`src/rtl/operand_fwd_stage_pkg.sv`:
```
// Shared types for the ID/EX operand forwarding stage.
// Holds the operand select encodings, FSM states and datapath default.
package operand_fwd_stage_pkg;

    localparam int XLEN_DEF = 32;

    typedef enum logic [1:0] {
        SRC1_RS   = 2'b00,
        SRC1_PC   = 2'b01,
        SRC1_ZERO = 2'b10
    } src1_sel_e;

    typedef enum logic [1:0] {
        SRC2_RS   = 2'b00,
        SRC2_IMM  = 2'b01,
        SRC2_FOUR = 2'b10,
        SRC2_ZERO = 2'b11
    } src2_sel_e;

    typedef enum logic [1:0] {
        EMPTY = 2'b00,
        FULL  = 2'b01,
        HAZ   = 2'b10
    } state_e;

endpackage

```
`src/rtl/operand_fwd_stage_fwd_select.sv`:
```
// Resolves one source register against NFWD forwarding sources.
// Ports: i_addr/i_rf_data in, packed fwd bundle in, o_value/o_pending out.
module fwd_select #(
    parameter int NFWD = 2,
    parameter int AW   = 5,
    parameter int XLEN = 32
) (
    input  logic [AW-1:0]        i_addr,
    input  logic [XLEN-1:0]      i_rf_data,
    input  logic [NFWD-1:0]      i_fwd_valid,
    input  logic [NFWD-1:0]      i_fwd_pending,
    input  logic [NFWD*AW-1:0]   i_fwd_rd_addr,
    input  logic [NFWD*XLEN-1:0] i_fwd_data,
    output logic [XLEN-1:0]      o_value,
    output logic                 o_pending
);

    logic            w_hit;
    logic [XLEN-1:0] w_value;
    logic            w_pending;

    // Source 0 is youngest; first hit in ascending order wins.
    always_comb begin
        w_hit     = 1'b0;
        w_value   = i_rf_data;
        w_pending = 1'b0;
        for (int k = 0; k < NFWD; k++) begin
            if (!w_hit && i_fwd_valid[k] &&
                i_fwd_rd_addr[k*AW +: AW] == i_addr) begin
                w_hit     = 1'b1;
                w_value   = i_fwd_data[k*XLEN +: XLEN];
                w_pending = i_fwd_pending[k];
            end
        end
        // x0 is never forwarded and never stalls.
        if (i_addr == '0) begin
            w_value   = '0;
            w_pending = 1'b0;
        end
    end

    assign o_value   = w_value;
    assign o_pending = w_pending;

endmodule

```
`src/rtl/operand_fwd_stage.sv`:
```
// ID/EX operand stage: forwarding, load-use bubbles, EX register.
// Ports: ID bundle in, fwd bundle in, EX operands out, stall monitor out.
module operand_fwd_stage
    import operand_fwd_stage_pkg::*;
#(
    parameter int XLEN = XLEN_DEF,
    parameter int NFWD = 2,
    parameter int AW   = 5,
    parameter int CNTW = 16
) (
    input  logic                 clk,
    input  logic                 rst_n,
    input  logic                 i_flush,
    input  logic                 i_id_valid,
    output logic                 o_id_ready,
    input  logic [AW-1:0]        i_id_rs1_addr,
    input  logic [AW-1:0]        i_id_rs2_addr,
    input  logic                 i_id_rs1_used,
    input  logic                 i_id_rs2_used,
    input  logic [XLEN-1:0]      i_id_rs1_data,
    input  logic [XLEN-1:0]      i_id_rs2_data,
    input  logic [XLEN-1:0]      i_id_pc,
    input  logic [XLEN-1:0]      i_id_imm,
    input  logic [1:0]           i_id_src1_sel,
    input  logic [1:0]           i_id_src2_sel,
    input  logic [NFWD-1:0]      i_fwd_valid,
    input  logic [NFWD-1:0]      i_fwd_pending,
    input  logic [NFWD*AW-1:0]   i_fwd_rd_addr,
    input  logic [NFWD*XLEN-1:0] i_fwd_data,
    output logic                 o_ex_valid,
    input  logic                 i_ex_ready,
    output logic [XLEN-1:0]      o_ex_op1,
    output logic [XLEN-1:0]      o_ex_op2,
    output logic [XLEN-1:0]      o_ex_rs2_val,
    output logic [XLEN-1:0]      o_ex_rs1_val,
    output logic                 o_hazard_stall,
    output logic [CNTW-1:0]      o_stall_cnt
);

    localparam logic [XLEN-1:0] FOUR    = XLEN'(4);
    localparam logic [CNTW-1:0] CNT_ONE = CNTW'(1);

    logic [XLEN-1:0] w_rs1_val;
    logic [XLEN-1:0] w_rs2_val;
    logic            w_rs1_pend;
    logic            w_rs2_pend;
    logic            w_hazard;
    logic            w_ready;
    logic            w_capture;
    logic            w_ex_valid;
    logic [XLEN-1:0] w_op1;
    logic [XLEN-1:0] w_op2;
    state_e          r_state;
    state_e          w_state_nxt;
    logic [XLEN-1:0] r_op1;
    logic [XLEN-1:0] r_op2;
    logic [XLEN-1:0] r_rs1_val;
    logic [XLEN-1:0] r_rs2_val;
    logic [CNTW-1:0] r_stall_cnt;

    fwd_select #(.NFWD(NFWD), .AW(AW), .XLEN(XLEN)) u_fwd_rs1 (
        .i_addr        (i_id_rs1_addr),
        .i_rf_data     (i_id_rs1_data),
        .i_fwd_valid   (i_fwd_valid),
        .i_fwd_pending (i_fwd_pending),
        .i_fwd_rd_addr (i_fwd_rd_addr),
        .i_fwd_data    (i_fwd_data),
        .o_value       (w_rs1_val),
        .o_pending     (w_rs1_pend)
    );

    fwd_select #(.NFWD(NFWD), .AW(AW), .XLEN(XLEN)) u_fwd_rs2 (
        .i_addr        (i_id_rs2_addr),
        .i_rf_data     (i_id_rs2_data),
        .i_fwd_valid   (i_fwd_valid),
        .i_fwd_pending (i_fwd_pending),
        .i_fwd_rd_addr (i_fwd_rd_addr),
        .i_fwd_data    (i_fwd_data),
        .o_value       (w_rs2_val),
        .o_pending     (w_rs2_pend)
    );

    // Only a pending winning hit on a used operand stalls.
    assign w_hazard = i_id_valid &&
                      ((i_id_rs1_used && w_rs1_pend) ||
                       (i_id_rs2_used && w_rs2_pend));

    assign w_ready   = !w_hazard && (!w_ex_valid || i_ex_ready) && !i_flush;
    assign w_capture = i_id_valid && w_ready;

    always_comb begin
        unique case (i_id_src1_sel)
            SRC1_RS: w_op1 = w_rs1_val;
            SRC1_PC: w_op1 = i_id_pc;
            default: w_op1 = '0;
        endcase
    end

    always_comb begin
        unique case (i_id_src2_sel)
            SRC2_RS:   w_op2 = w_rs2_val;
            SRC2_IMM:  w_op2 = i_id_imm;
            SRC2_FOUR: w_op2 = FOUR;
            default:   w_op2 = '0;
        endcase
    end

    always_ff @(posedge clk or negedge rst_n) begin
        if (!rst_n) begin
            r_state <= EMPTY;
        end else begin
            r_state <= w_state_nxt;
        end
    end

    always_comb begin
        w_state_nxt = r_state;
        if (i_flush) begin
            w_state_nxt = EMPTY;
        end else begin
            unique case (r_state)
                EMPTY: begin
                    if (w_capture)     w_state_nxt = FULL;
                    else if (w_hazard) w_state_nxt = HAZ;
                end
                FULL: begin
                    if (i_ex_ready) begin
                        if (w_capture)     w_state_nxt = FULL;
                        else if (w_hazard) w_state_nxt = HAZ;
                        else               w_state_nxt = EMPTY;
                    end
                end
                HAZ: begin
                    if (w_capture) w_state_nxt = FULL;
                end
                default: w_state_nxt = EMPTY;
            endcase
        end
    end

    always_comb begin
        w_ex_valid = (r_state == FULL);
    end

    // Operands are left untouched by flush; ex_valid alone qualifies them.
    always_ff @(posedge clk or negedge rst_n) begin
        if (!rst_n) begin
            r_op1     <= '0;
            r_op2     <= '0;
            r_rs1_val <= '0;
            r_rs2_val <= '0;
        end else if (w_capture) begin
            r_op1     <= w_op1;
            r_op2     <= w_op2;
            r_rs1_val <= w_rs1_val;
            r_rs2_val <= w_rs2_val;
        end
    end

    always_ff @(posedge clk or negedge rst_n) begin
        if (!rst_n) begin
            r_stall_cnt <= '0;
        end else if (w_hazard && r_stall_cnt != '1) begin
            r_stall_cnt <= r_stall_cnt + CNT_ONE;
        end
    end

    assign o_id_ready     = w_ready;
    assign o_ex_valid     = w_ex_valid;
    assign o_ex_op1       = r_op1;
    assign o_ex_op2       = r_op2;
    assign o_ex_rs1_val   = r_rs1_val;
    assign o_ex_rs2_val   = r_rs2_val;
    assign o_hazard_stall = w_hazard;
    assign o_stall_cnt    = r_stall_cnt;

endmodule

```
`config.mk`:
```
export PLATFORM = sky130hd
export DESIGN_NAME = operand_fwd_stage
export DESIGN_NICKNAME = d
export VERILOG_FILES = /design/src/rtl/operand_fwd_stage_pkg.sv /design/src/rtl/operand_fwd_stage_fwd_select.sv /design/src/rtl/operand_fwd_stage.sv
export SDC_FILE = /design/constraint.sdc
export NUM_CORES = 1
export LEC_CHECK = 0
export BUFFER_PORTS_ARGS = -buffer_cell sky130_fd_sc_hd__buf_2
export CAP_MARGIN = 20
export CORE_UTILIZATION = 35
export DETAILED_ROUTE_END_ITERATION = 12
export PLACE_DENSITY = 0.64
export SETUP_SLACK_MARGIN = 0.4
export SKIP_LAST_GASP = 1
export SLEW_MARGIN = 20
export SYNTH_ARGS = -nofsm -noshare
export SYNTH_HDL_FRONTEND = slang
export SYNTH_SLANG_ARGS = --single-unit
```
`constraint.sdc`:
```
create_clock -name clk -period 2.2 [get_ports clk]
set_clock_uncertainty 0.15 [all_clocks]
set_input_delay 0.11 -clock clk [delete_from_list [all_inputs] [get_ports clk]]
set_output_delay 0.11 -clock clk [all_outputs]
set_load 0.02 [all_outputs]
```
# After elaboration in Yosys (flattened, before gate mapping)
# Index checks and enable logic that the tools add are counted.
# totals
out_inout_bits	147
in_bits	227
wordCells	70
regBits	146
# op_classes
n_eq_ne	13
muxes	24
add_sub_neg	1
n_reduce_logical	26
# op_table
op	n
2-to-1 mux 32 bit	6
case mux 32 bit (3 select lines)	1
case mux 32 bit (2 select lines)	1
equality test 5 bit	4
adder 16 x 1 -> 16 bit, second input constant	1
!= test 16 bit, second input constant	1
2-to-1 mux 2 bit	7
logical AND 1 bit	13
logical NOT 5 bit	2
2-to-1 mux 1 bit	8
equality test 2 x 1 -> 1 bit, second input constant	3
logical NOT 2 bit	3
!= test 3 bit, second input constant	2
case mux 2 bit (3 select lines)	1
logical NOT 1 bit	5
equality test 2 bit, second input constant	2
!= test 4 bit, second input constant	1
AND reduction 3 bit	1
logical OR 1 bit	2

# Depth between registers and ports, before layout
# Gate-level depths: netlist of the first run.
# depth
ltp_word	19
ltp_mapped	10
depth_no_buf	7

# Hierarchy
# A second synthesis of the first run with hierarchy kept.
# unflattened
hier_cells	873
area_unflattened_um2	9253.9
# modules_own_cells
module	area_per_inst_um2	cells_per_inst	seq_area_each_um2	n_inst
operand_fwd_stage	6718.9	505	3653.5	1
fwd_select	1267.5	184	0.0	2

# Worst setup path after synthesis of the first run
# Ideal clock, no wire load.
# synth_timing
path_kind	register to register
start	reg r_stall_cnt[0] (netlist: o_stall_cnt[0])
end	reg r_stall_cnt[1] (netlist: o_stall_cnt[1])
path_stages_with_launch	9
synth_period_minus_slack_ns	2.304
path_buffers	1
t_required_ns	1.922
setup_time_ns	0.128
arrival_ns	2.027
setup_slack_ns	-0.104
cell_sequence	dfrtp_1 > ha_1 > and3_1 > clkbuf_1 > nand4_1 > o21ai_2 > inv_2 > and2_1 > mux2_1
# synth_between
elab_chain_cells	2
# synth_lines
element	line	source
start: declaration	operand_fwd_stage.sv:59	logic [CNTW-1:0] r_stall_cnt;
start signal: assignment	operand_fwd_stage.sv:164	r_stall_cnt <= r_stall_cnt + CNT_ONE;
parallel branches: the longest is 2 deep, another holds adder 16 x 1 -> 16 bit	-	
# Parallel ways; which one is timed is not known.
# A chain may end at the register's enable or synchronous reset.

# Worst setup path in the final report of the first run
# layout_timing
start	in i_id_rs2_addr[3]
end	out o_id_ready
# layout_between
elab_chain_cells	14
# layout_lines
element	line	source
start: declaration	operand_fwd_stage.sv:17	input logic [AW-1:0] i_id_rs2_addr,
equality test 5 bit	operand_fwd_stage_fwd_select.sv:29	i_fwd_rd_addr[k*AW +: AW] == i_addr) begin
logical AND 1 bit	operand_fwd_stage_fwd_select.sv:28	if (!w_hit && i_fwd_valid[k] &&
2-to-1 mux 1 bit	operand_fwd_stage_fwd_select.sv:28	
logical NOT 1 bit	operand_fwd_stage_fwd_select.sv:28	
logical AND 1 bit (2 in series)	operand_fwd_stage_fwd_select.sv:28	
2-to-1 mux 1 bit	operand_fwd_stage_fwd_select.sv:28	
2-to-1 mux 1 bit (*)	operand_fwd_stage_fwd_select.sv:36	if (i_addr == '0) begin
logical AND 1 bit (*)	operand_fwd_stage.sv:86	(i_id_rs2_used && w_rs2_pend));
logical OR 1 bit (*)	operand_fwd_stage.sv:85	((i_id_rs1_used && w_rs1_pend) ||
logical AND 1 bit (*)	operand_fwd_stage.sv:84	assign w_hazard = i_id_valid &&
logical NOT 1 bit (*)	operand_fwd_stage.sv:88	assign w_ready = !w_hazard && (!w_ex_valid || i_ex_ready) && !i_flush;
logical AND 1 bit (*) (2 in series)	operand_fwd_stage.sv:88	
end: declaration	operand_fwd_stage.sv:15	output logic o_id_ready,
# Mark *: on every way between the ends. The rest lies on a longest branch, timed or not.

==> results of run 1 <==
## sequential cells by signal (all words and copies together) (netlist names)
name and count:
o_ex_rs2_val 32, o_ex_op1 32, o_ex_rs1_val 32, r_state 2
o_ex_op2 32, o_stall_cnt 16
## final timing paths
path | endpoint | slack [ns]
max | o_id_ready | 0.12
min | o_ex_op2[25]$_DFFE_PN0P_ | 0.01
max reg2reg | o_ex_rs2_val[0]$_DFFE_PN0P_ | 0.24
min reg2reg | o_ex_rs2_val[19]$_DFFE_PN0P_ | 0.32
max in group asynchronous | o_ex_op1[17]$_DFFE_PN0P_ | 1.07
min in group asynchronous | o_ex_rs2_val[30]$_DFFE_PN0P_ | 0.10
## power breakdown
| group | internal (mW) | total [mW] | switching, mW |
|---|---|---|---|
| sequential | 3.06 | 3.28 | 0.215 |
| combinational | 1.13 | 2.70 | 1.56 |
| clock | 2.03 | 3.32 | 1.29 |
## stage by stage
stage,std cells,instance area (um2)
finish,1852,13900
floorplan,987,8590
global route,1851,13900
global placement,1671,11300
CTS,1829,13500
detailed placement,1671,11300
## cell families (layout without fill, tap and decap cells)
family	count (synthesis)	in the layout	share of synthesized area
other	0	3	0
adder cells (fa/ha/maj)	1	1	0.00149
buffers and inverters	86	629	0.0453
AND/OR/NAND/NOR	260	260	0.132
AO/OA/AOI/OAI	393	393	0.270
flip-flops	146	146	0.435
multiplexers	67	67	0.0808
XOR/XNOR	34	34	0.0355
## Yosys cell counts (2+ instances only)
cell,count
mux2i_1,63
nor2_1,11
nand4_1,9
nor2b_1,3
o21ai_1,4
xor2_1,14
o21ai_0,190
o21ai_2,2
buf_6,3
nand3_1,16
inv_1,3
xnor2_1,20
or4_1,2
and4_1,2
and2_1,2
a21oi_1,126
nand2_1,197
o31ai_2,19
buf_2,25
dfrtp_1,146
nor3_1,5
o31ai_1,45
nor3b_1,2
nor4b_1,4
a311oi_1,2
clkbuf_1,52
mux2_1,2
and3_1,4
## tightest hold or removal path, delay by kind of cell
family          cells  cell delay (ns)
buf+inv             1             0.07
compound gates      3             0.30
mux                 1             0.07
## area by class of cell
| cell class | count | area share |
|---|---|---|
| antenna | 3 | 0.000539 |
| clock buffer | 17 | 0.0305 |
| clock inverter | 15 | 0.0163 |
| inverter | 4 | 0.00108 |
| multi-input combinational | 755 | 0.343 |
| sequential | 146 | 0.263 |
| tap | 319 | 0.0286 |
| timing repair buffer | 593 | 0.317 |
## what timing repair did
item / 4_1_cts / 5_1_grt
pin swaps: 16 / 22
buffers inserted: 17 / 15
setup endpoints to repair: 105 / 145
resized for setup: 27 / 46
cloned: 6 / 5
endpoints found under the hold margin: 252 / 0
hold buffers: 103 / 0
## layer usage
| layer | routed length, um | share of wire |
|---|---|---|
| met5 | 12 | 0.00034 |
| met4 | 1090 | 0.031 |
| met3 | 2290 | 0.066 |
| met2 | 16700 | 0.48 |
| met1 | 14800 | 0.42 |
==> results.md, run 1 <==
- Worst Min Path Start: i_id_rs2_data[25]
- Worst r2r path cells: 9
- Routed vias/inst: between 5 and 6
- Die W: about 160 um
- Worst path depth: 10
- Area occupied by multi-input gates: ~4800 um2
- Post-Syn Instances: around 1000
- #FFs+latches synth: between 100 and 150
- Full die area: between 20000 and 25000 um2
- Crit Path Max Fanout: 3
- CP delay by family, top: simple AND/OR/NAND/NOR gates
- VDD IR max: just over 0.4 mV
- Fillers: just over 2k
- # setup viols final: 0
- Synth Warn #: 0
- Setup crit start: i_id_rs2_addr[3]
- Top FF cell, synth: dfrtp_1
- Post-route setup slack: ~0.12 ns
- Worst setup SP type: primary input
- CP most frequent cell: buf_6
- DR pass1 iterations: 6
- Clock sinks: ~150
- Initial core utilization: 0.357
- Layout cells sized above 1: 0.406
- Post-Place Worst Slack: -0.114 ns
- Synth area leaders: dfrtp_1 44%, o21ai_0 11%, nand2_1 8.8%
- Outcome: completed
- Post-synth top area share: 0.435
- Gr busiest metal: met2
- Nets: approximately 1.7k
- Die H: 157 um
- GPL Wtd Cong: between 0.8 and 0.9
- Cell at the root of the clock tree: clkbuf_16
- R2R Path Start: r_state[0]$_DFFE_PN0P_
- Power Total: 9.29 mW
- Hold/Removal Path Class: primary input to flop
- Number of max-cap violations: 0
- Area growth syn-to-layout: 66.0%
- Num rows: between 50 and 60
- Wirelength per Cell: 18.8 um
- CP Class: primary input to output pin
- Unrepaired setup endpoints after global routing: yes
- Antenna violations before repair: 4
- Final wirelength: around 35000 um
- Final critical-path share of the clock period: 0.947
- Cell variety after synth: 42
- Post-route antenna net violation count: 0
- Post-DP HPWL: about 24000 um
- PwrDens: approximately 670 nW/um2
- WP buf/inv: 3
- Leakage power total: around 6.6 nW
- Seq/Total Area, Yosys: 0.435
- Met2 GRT Util: 0.437
- Slowest-stage cell, CP: nor4_2
- Slew of the pin with the lowest slew margin: approximately 0.6 ns
- Crit-path cells: buf_2 > xor2_1 > nor4_2 > a311oi_2 > o221ai_2 > o21ai_2 > buf_6 > and2_4 > nor3_4 > buf_6
- Htree depth: 4
- CP arrival: between 1.5 and 2 ns
- DRC: 0
- CTS Buffer Depth: 2
- Worst hold margin: between 0.01 and 0.015 ns
- Async S/R FF share, synth: 1.00
- CP endpoint kind: output pin
- IO Count: roughly 370
- Worst-Skew Late Latency: roughly 0.42 ns
- Worst-path clk slew: roughly 0.070 ns
- Cell taking the most area after synthesis: dfrtp_1
- Syn Area/Cell: roughly 8.5 um2
- Commonest non-fill, non-tap cell in the layout: buf_2
- First-pass GRT wire length: 50500 um
- Largest net degree at the start of global routing: 129
- Via count: between 9k and 10k
- Met1 Usage GRT: 0.351
- CP peak stage delay: 0.35 ns
- Detailed Route Iter0 Violations: approximately 840
- Hold Crit Depth: 5
- F_max: roughly 480 MHz
- Post-layout min period: ~2.1 ns
- TritonCTS clock tree: built
- Register area: roughly 3700 um2
- Number of flops mapped to enable cells by yosys: 0
- Met3 Use GR: 0.0537
- Most frequent cells in the layout: 368 x buf_2, 175 x nand2_1, 140 x dfrtp_1, 129 x o21ai_0, 126 x a21oi_1
- Setup TNS: 0 ns
- GR Util All Layers: 0.270
- Rel. slew slack: 0.610
- Final Util: 0.594
- Worst EP required: slightly below 2 ns
- Cts bufs inserted: 17
- Core Footprint: about 23000 um2
- Port Buf Inserts: ~370
- Syn Nets: around 1.2k
- Final hold vios: 0
- Vias in the first global route: 9087
- Post-synthesis cell area: 8390 um2
- Max Slew Vio Count: 0
- Congestion Overflow GR: 0
Note: power is estimated with default switching activity, not from simulation.
==> run 2: changes to the inputs <==
--- a/config.mk
+++ b/config.mk
@@ -5,11 +5,11 @@
 export SDC_FILE = /design/constraint.sdc
 export NUM_CORES = 1
 export LEC_CHECK = 0
-export BUFFER_PORTS_ARGS = -buffer_cell sky130_fd_sc_hd__buf_2
 export CAP_MARGIN = 20
 export CORE_UTILIZATION = 35
 export DETAILED_ROUTE_END_ITERATION = 12
-export PLACE_DENSITY = 0.64
+export DONT_BUFFER_PORTS = 1
+export PLACE_DENSITY = 0.61
 export SETUP_SLACK_MARGIN = 0.4
 export SKIP_LAST_GASP = 1
 export SLEW_MARGIN = 20
==> run 2 against run 1 <==
  * The flow now finishes with violations (hold timing)
  * Worst setup slack worse by 0.029 ns
  * Non-clock buffer count is 272 lower
  * Power decreased by 0.72%
  * First-iteration DRC count is 28% higher
  * Sequential share of layout area fell by 0.49 points
  * Sequential power grew 21%
  * Clock power shrank 5%
  * Highest routed layer is now met4
==> results.md, run 2 (synthesis gave the netlist of run 1 again) <==
- Outcome: finished with violations
- Failing checks: hold timing
- Nets: 1473 (-16%)
- Worst-Skew Late Latency: 0.43 ns (about the same)
- Post-DP HPWL: 21600 um (-8.2%)
- Largest net degree at the start of global routing: 147 (+14%)
- Clock sinks: 146 (unchanged)
- GR Util All Layers: 0.284 (+0.0140)
- CP endpoint kind: flop
- Area growth syn-to-layout: 69.2%
- Worst setup SP type: primary input
- Layout cells sized above 1: 0.300 (-0.105)
- Initial core utilization: 0.357 (unchanged)
- Die W: 157 um (unchanged)
- F_max: 474 MHz (-1.3%)
- Final critical-path share of the clock period: 0.960 (+0.0130)
- PwrDens: 650 nW/um2 (-2.6%)
- IO Count: 374 (unchanged)
- DRC: 0 (unchanged)
- # setup viols final: 0 (unchanged)
- Via count: 9591 (-1.7%)
- R2R Path Start: r_state[0]$_DFFE_PN0P_
- Final hold vios: 147 (+147)
- Worst r2r dst: o_ex_rs1_val[29]$_DFFE_PN0P_
- Finished Layout Cells: 1583 (-15%)
- Congestion Overflow GR: 0 (unchanged)
- Leakage power total: 5.85 nW (-11%)
- CP Class: primary input to flop
- Final wirelength: 41100 um (+18%)
- Most frequent cells in the layout: 192 x dlygate4sd3_1, 140 x dfrtp_1, 129 x o21ai_0, 126 x a21oi_1, 108 x nand2_1
- TritonCTS clock tree: built
- CP arrival: 2.26 ns (+0.44 ns)
- Worst EP required: 2.35 ns (+0.41 ns)
- Worst hold margin: -0.774 ns (-0.785 ns)
- Routed vias/inst: 6.06 (+15%)
- Max Slew Vio Count: 0 (unchanged)
- Final Util: 0.605 (+0.0114)
- Wirelength per Cell: 26.0 um (+38%)
- Post-route antenna net violation count: 0 (unchanged)
- Fillers: 1836 (-9.3%)
- Number of max-cap violations: 0 (unchanged)
- Port Buf Inserts: 0 (-100%)
- Hold/Removal Path Class: primary input to asynchronous set/reset pin
- Cts bufs inserted: 17 (unchanged)
- Core Footprint: 23500 um2 (unchanged)
- Inst Count DP: 1287 (-23%)
- Commonest non-fill, non-tap cell in the layout: dlygate4sd3_1
- Full die area: 24600 um2 (unchanged)
- Vias in the first global route: 9144 (+0.63%)
- Die H: 157 um (unchanged)
- Detailed Route Iter0 Violations: 1077 (+28%)
- Unrepaired setup endpoints after global routing: yes
- GPL Wtd Cong: 0.864 (-1.9%)
- Htree depth: 4 (unchanged)
- VDD IR max: 0.417 mV (+1.3%)
- Antenna violations before repair: 4 (unchanged)
- Worst r2r path cells: 9 (unchanged)
- Reg-to-reg slack, setup: 0.18 ns (-0.06 ns)
- Rel. slew slack: 0.416 (-0.194)
- DR pass1 iterations: 6 (unchanged)
- Num rows: 56 (unchanged)
- CTS Buffer Depth: 2 (unchanged)
- Post-layout min period: 2.11 ns (+0.0285 ns)
- First-pass GRT wire length: 52500 um (+3.9%)
- Worst-path clk slew: 0.07 ns (about the same)
- Slew of the pin with the lowest slew margin: 0.873 ns (+0.288 ns)
- Cell at the root of the clock tree: clkbuf_16
- Crit Path Max Fanout: 128 (+125)
run 2: changes by cell type in the layout (fill, tap and decap cells not counted), sizes merged:
cell and delta:
clkinvlp -1, diode +3, bufinv -3, inv +5, clkbuf +13, dlygate4sd3 +89, bufbuf -1, clkinv -1
buf -373
run 2: final cells by class:
cell class              instances  area, um2  share of cell area
multi-input cells             755       5710               0.402
repair buffers                321       3790               0.267
clock inverters                15        190              0.0134
well taps                     319        399              0.0281
flip-flops and latches        146       3660               0.258
clock buffers                  17        425              0.0300
diodes                          6       15.0             0.00106
inverters                       4       15.0             0.00106
run 2: metrics by stage:
step	hold slack, ns	power (mW)	worst slack (ns)	instance area, um2	setup TNS [ns]
6_report	-0.774	9.23	0.0883	14200	0
5_1_grt	-0.802	9.55	0.0615	14200	0
4_1_cts	-0.792	8.61	0.283	12600	0
3_5_place_dp	-0.331	4.95	-0.0488	9230	-0.688
3_3_place_gp	-0.332	4.91	-0.204	9220	-0.333
2_1_floorplan	-0.336	4.58	0.0462	8590	0
run 2: worst max path at each step:
| stage | cells after the start | to | start |
|---|---|---|---|
| floorplan | 7 | o_stall_cnt[1]$_DFFE_PN0P_ | o_stall_cnt[4]$_DFFE_PN0P_ |
| global placement | 8 | o_ex_op1[11]$_DFFE_PN0P_ | i_id_rs1_addr[0] |
| detailed placement | 11 | o_ex_op1[28]$_DFFE_PN0P_ | i_id_rs1_addr[4] |
| CTS | 9 | o_id_ready | i_fwd_rd_addr[3] |
| global route | 11 | o_ex_op1[23]$_DFFE_PN0P_ | i_id_rs1_addr[4] |
| finish | 11 | o_ex_op1[30]$_DFFE_PN0P_ | i_id_rs1_addr[4] |
run 2: what timing repair did:
item,CTS,global route
buffers inserted,30,2
pin swaps,28,48
hold endpoints to repair,292,148
hold buffers,190,2
gates cloned,9,25
resized for setup,72,228
endpoints found under the setup margin,130,146
run 2: worst max-delay path, cell delays in order:
cell and delay [ns]:
xor2_2 0.16, nor4_2 0.25, buf_4 0.16, nand3_4 0.08
buf_4 0.15, buf_4 0.13, buf_12 0.17, o21ai_0 0.34
a21oi_1 0.07, a21oi_1 0.39, o21ai_1 0.10
run 2: report_power, final:
group	internal (mW)	switching [mW]
Sequential	3.05	0.918
Combinational	1.07	1.05
Clock	1.74	1.40
run 2: layer usage:
layer	global-route usage	up-vias	routed length (um)
met1	0.348	4641	15600
met2	0.462	707	19700
met4	0.129	0	1820
li1	-	4063	-
met3	0.0814	180	4060
met5	0	-	0
==> run 3: changes to the inputs <==
--- a/config.mk
+++ b/config.mk
@@ -6,10 +6,11 @@
 export NUM_CORES = 1
 export LEC_CHECK = 0
 export CAP_MARGIN = 20
-export CORE_UTILIZATION = 35
+export CORE_AREA = 2 2 144 146
 export DETAILED_ROUTE_END_ITERATION = 12
+export DIE_AREA = 0 0 146 148
 export DONT_BUFFER_PORTS = 1
-export PLACE_DENSITY = 0.61
+export PLACE_DENSITY = 0.68
 export SETUP_SLACK_MARGIN = 0.4
 export SKIP_LAST_GASP = 1
 export SLEW_MARGIN = 20
==> run 3 against run 2 <==
  * Wire length is 2.0% lower
  * Critical path depth is 1 lower
  * The run still ends with hold timing left
  * Sequential cell count stayed put
  * Highest routed layer unchanged
  * Die area is 12% lower
  * Largest cell class unchanged
  * Via count is 0.13% higher
  * Design area is 2.8% lower
  * First-iteration DRC count is 36% lower
==> results.md, run 3 (synthesis gave the netlist of run 1 again) <==
- Outcome: finished with violations
- Failing checks: hold timing
- Finished Layout Cells: 1511 (-4.5%)
- Cell at the root of the clock tree: clkbuf_16
- Area growth syn-to-layout: 64.5%
- Sequential share of power: 0.436 (+0.006)
- Worst setup SP type: flop
- Inst Count DP: 1240 (-3.7%)
- Post-route antenna net violation count: 0 (unchanged)
- Slowest-stage cell, CP: dfrtp_1
- Routed vias/inst: 6.36 (+4.9%)
- Post-DP HPWL: 21800 um (+1.3%)
- Slew of the pin with the lowest slew margin: 0.837 ns (-0.0361 ns)
- Final hold vios: 147 (unchanged)
- Hold/Removal Path Class: primary input to asynchronous set/reset pin
- Detailed Route Iter0 Violations: 693 (-36%)
- WP buf/inv: 5 (+1)
- Worst-Skew Late Latency: 0.42 ns (about the same)
- CP Class: flop to flop
- Worst-path clk slew: 0.07 ns (about the same)
- Clock sinks: 146 (unchanged)
- CP arrival: 2.16 ns (-0.10 ns)
- DRC: 0 (unchanged)
- GR Util All Layers: 0.299 (+0.0151)
- Cts bufs inserted: 17 (unchanged)
- Num rows: 52 (-7.1%)
- GPL Wtd Cong: 0.893 (+3.4%)
- Largest net degree at the start of global routing: 147 (unchanged)
- Crit Path Max Fanout: 8 (-94%)
- CP peak stage delay: 0.38 ns (about the same)
- Die W: 146 um (-6.9%)
- Number of max-cap violations: 0 (unchanged)
- Comb power frac: 0.227 (-0.003)
- Die H: 148 um (-5.6%)
- Commonest non-fill, non-tap cell in the layout: dlygate4sd3_1
- CTS Buffer Depth: 2 (unchanged)
- Worst r2r dst: o_ex_rs1_val[5]$_DFFE_PN0P_
- Nets: 1454 (-1.3%)
- Setup TNS: 0 ns (unchanged)
- Layout cells sized above 1: 0.296 (-0.00427)
- # setup viols final: 0 (unchanged)
- Max Slew Vio Count: 0 (unchanged)
- VDD IR max: 0.485 mV (+16%)
- Congestion Overflow GR: 0 (unchanged)
- Initial core utilization: 0.419 (+0.0612)
- IO Count: 374 (unchanged)
- Port Buf Inserts: 0 (unchanged)
- Reg-to-reg slack, setup: 0.21 ns (+0.03 ns)
- Int Pwr: 5.86 mW (about the same)
- CP endpoint kind: flop
- PwrDens: 658 nW/um2 (+1.3%)
- Worst hold margin: -0.771 ns (+0.00270 ns)
- DR pass1 iterations: 5 (-1)
- Leakage power total: 5.70 nW (-2.6%)
- Worst r2r path cells: 10 (+1)
- CP most frequent cell: buf_4
- Final wirelength: 40300 um (-2.0%)
- Antenna violations before repair: 2 (-2)
- Full die area: 21600 um2 (-12%)
- Switching Share: 0.355 (-0.0104)
- Wirelength per Cell: 26.7 um (+2.7%)
- CP delay by family, top: buffers and inverters
- Most frequent cells in the layout: 184 x dlygate4sd3_1, 140 x dfrtp_1, 128 x o21ai_0, 126 x a21oi_1, 119 x nand2_1
- Final critical-path share of the clock period: 0.905 (-0.0546)
- Unrepaired setup endpoints after global routing: yes
- Via count: 9603 (+0.13%)
- TritonCTS clock tree: built
- Worst EP required: 2.37 ns (+0.02 ns)
- Htree depth: 4 (unchanged)
- Clock network power share: 0.337 (-0.003)
- Core Footprint: 20000 um2 (-15%)
- Crit-path cells: nand2b_1 > nor2_4 > nor3_2 > buf_4 > o211ai_4 > buf_6 > buf_12 > clkbuf_16 > buf_4 > o31ai_1
- First-pass GRT wire length: 49900 um (-4.8%)
- R2R Path Start: r_state[0]$_DFFE_PN0P_
- F_max: 502 MHz (+6.0%)
- Post-layout min period: 1.99 ns (-0.120 ns)
- Rel. slew slack: 0.440 (+0.0242)
- Sw power: 3.22 mW (-4.3%)
- Vias in the first global route: 8668 (-5.2%)
[run 3: worst max path at each step]
stage	start	end	cells past startpoint
3_5_place_dp	i_id_rs1_addr[0]	o_ex_op1[4]$_DFFE_PN0P_	8
5_1_grt	i_id_rs1_addr[3]	o_ex_op1[31]$_DFFE_PN0P_	8
3_3_place_gp	i_id_rs1_addr[0]	o_ex_op1[4]$_DFFE_PN0P_	8
4_1_cts	i_fwd_rd_addr[3]	o_id_ready	9
2_1_floorplan	o_stall_cnt[4]$_DFFE_PN0P_	o_stall_cnt[1]$_DFFE_PN0P_	7
6_report	r_state[0]$_DFFE_PN0P_	o_ex_rs1_val[5]$_DFFE_PN0P_	10
[run 3: what timing repair did]
item / 4_1_cts / 5_1_grt
setup buffers: 8 / 16
cloned: 0 / 29
pin swaps: 18 / 52
endpoints found under the hold margin: 290 / 147
gates resized for setup: 19 / 252
endpoints found under the setup margin: 128 / 140
hold buffers: 182 / 2
[run 3: layout make-up]
class                           count  area, um2
Tap cell                          270        338
Fill cell                        1317       6230
Antenna cell                        2       5.00
Multi-Input combinational cell    755       5620
Sequential cell                   146       3660
Timing Repair Buffer              302       3570
Inverter                            4       15.0
Clock inverter                     13        161
Clock buffer                       19        433
[run 3: per-layer routing]
metal,wire (um),global-route usage,vias to the layer above
li1,-,-,4014
met1,14300,0.358,4537
met2,18700,0.486,805
met3,4490,0.101,247
met4,2780,0.146,0
met5,0,0,-
[run 3: per-stage QoR]
step	power (mW)	hold WS, ns	setup slack, ns	cell area [um2]	util
after floorplan	4.58	-0.336	0.0462	8590	-
after global placement	4.93	-0.332	0.00433	9270	0.463
after detailed placement	4.97	-0.333	-0.0341	9270	0.463
after CTS	8.33	-0.785	0.303	11900	0.592
after global routing	9.36	-0.796	0.132	13800	0.689
final	9.09	-0.771	0.208	13800	0.689
[run 3: power groups by stage]
stage	clock [mW]	combinational (mW)	sequential, mW
global placement	0	1.04	3.90
finish	3.06	2.07	3.96
global route	3.19	2.19	3.97
detailed placement	0	1.07	3.90
CTS	3.07	1.40	3.85
floorplan	0	0.790	3.79
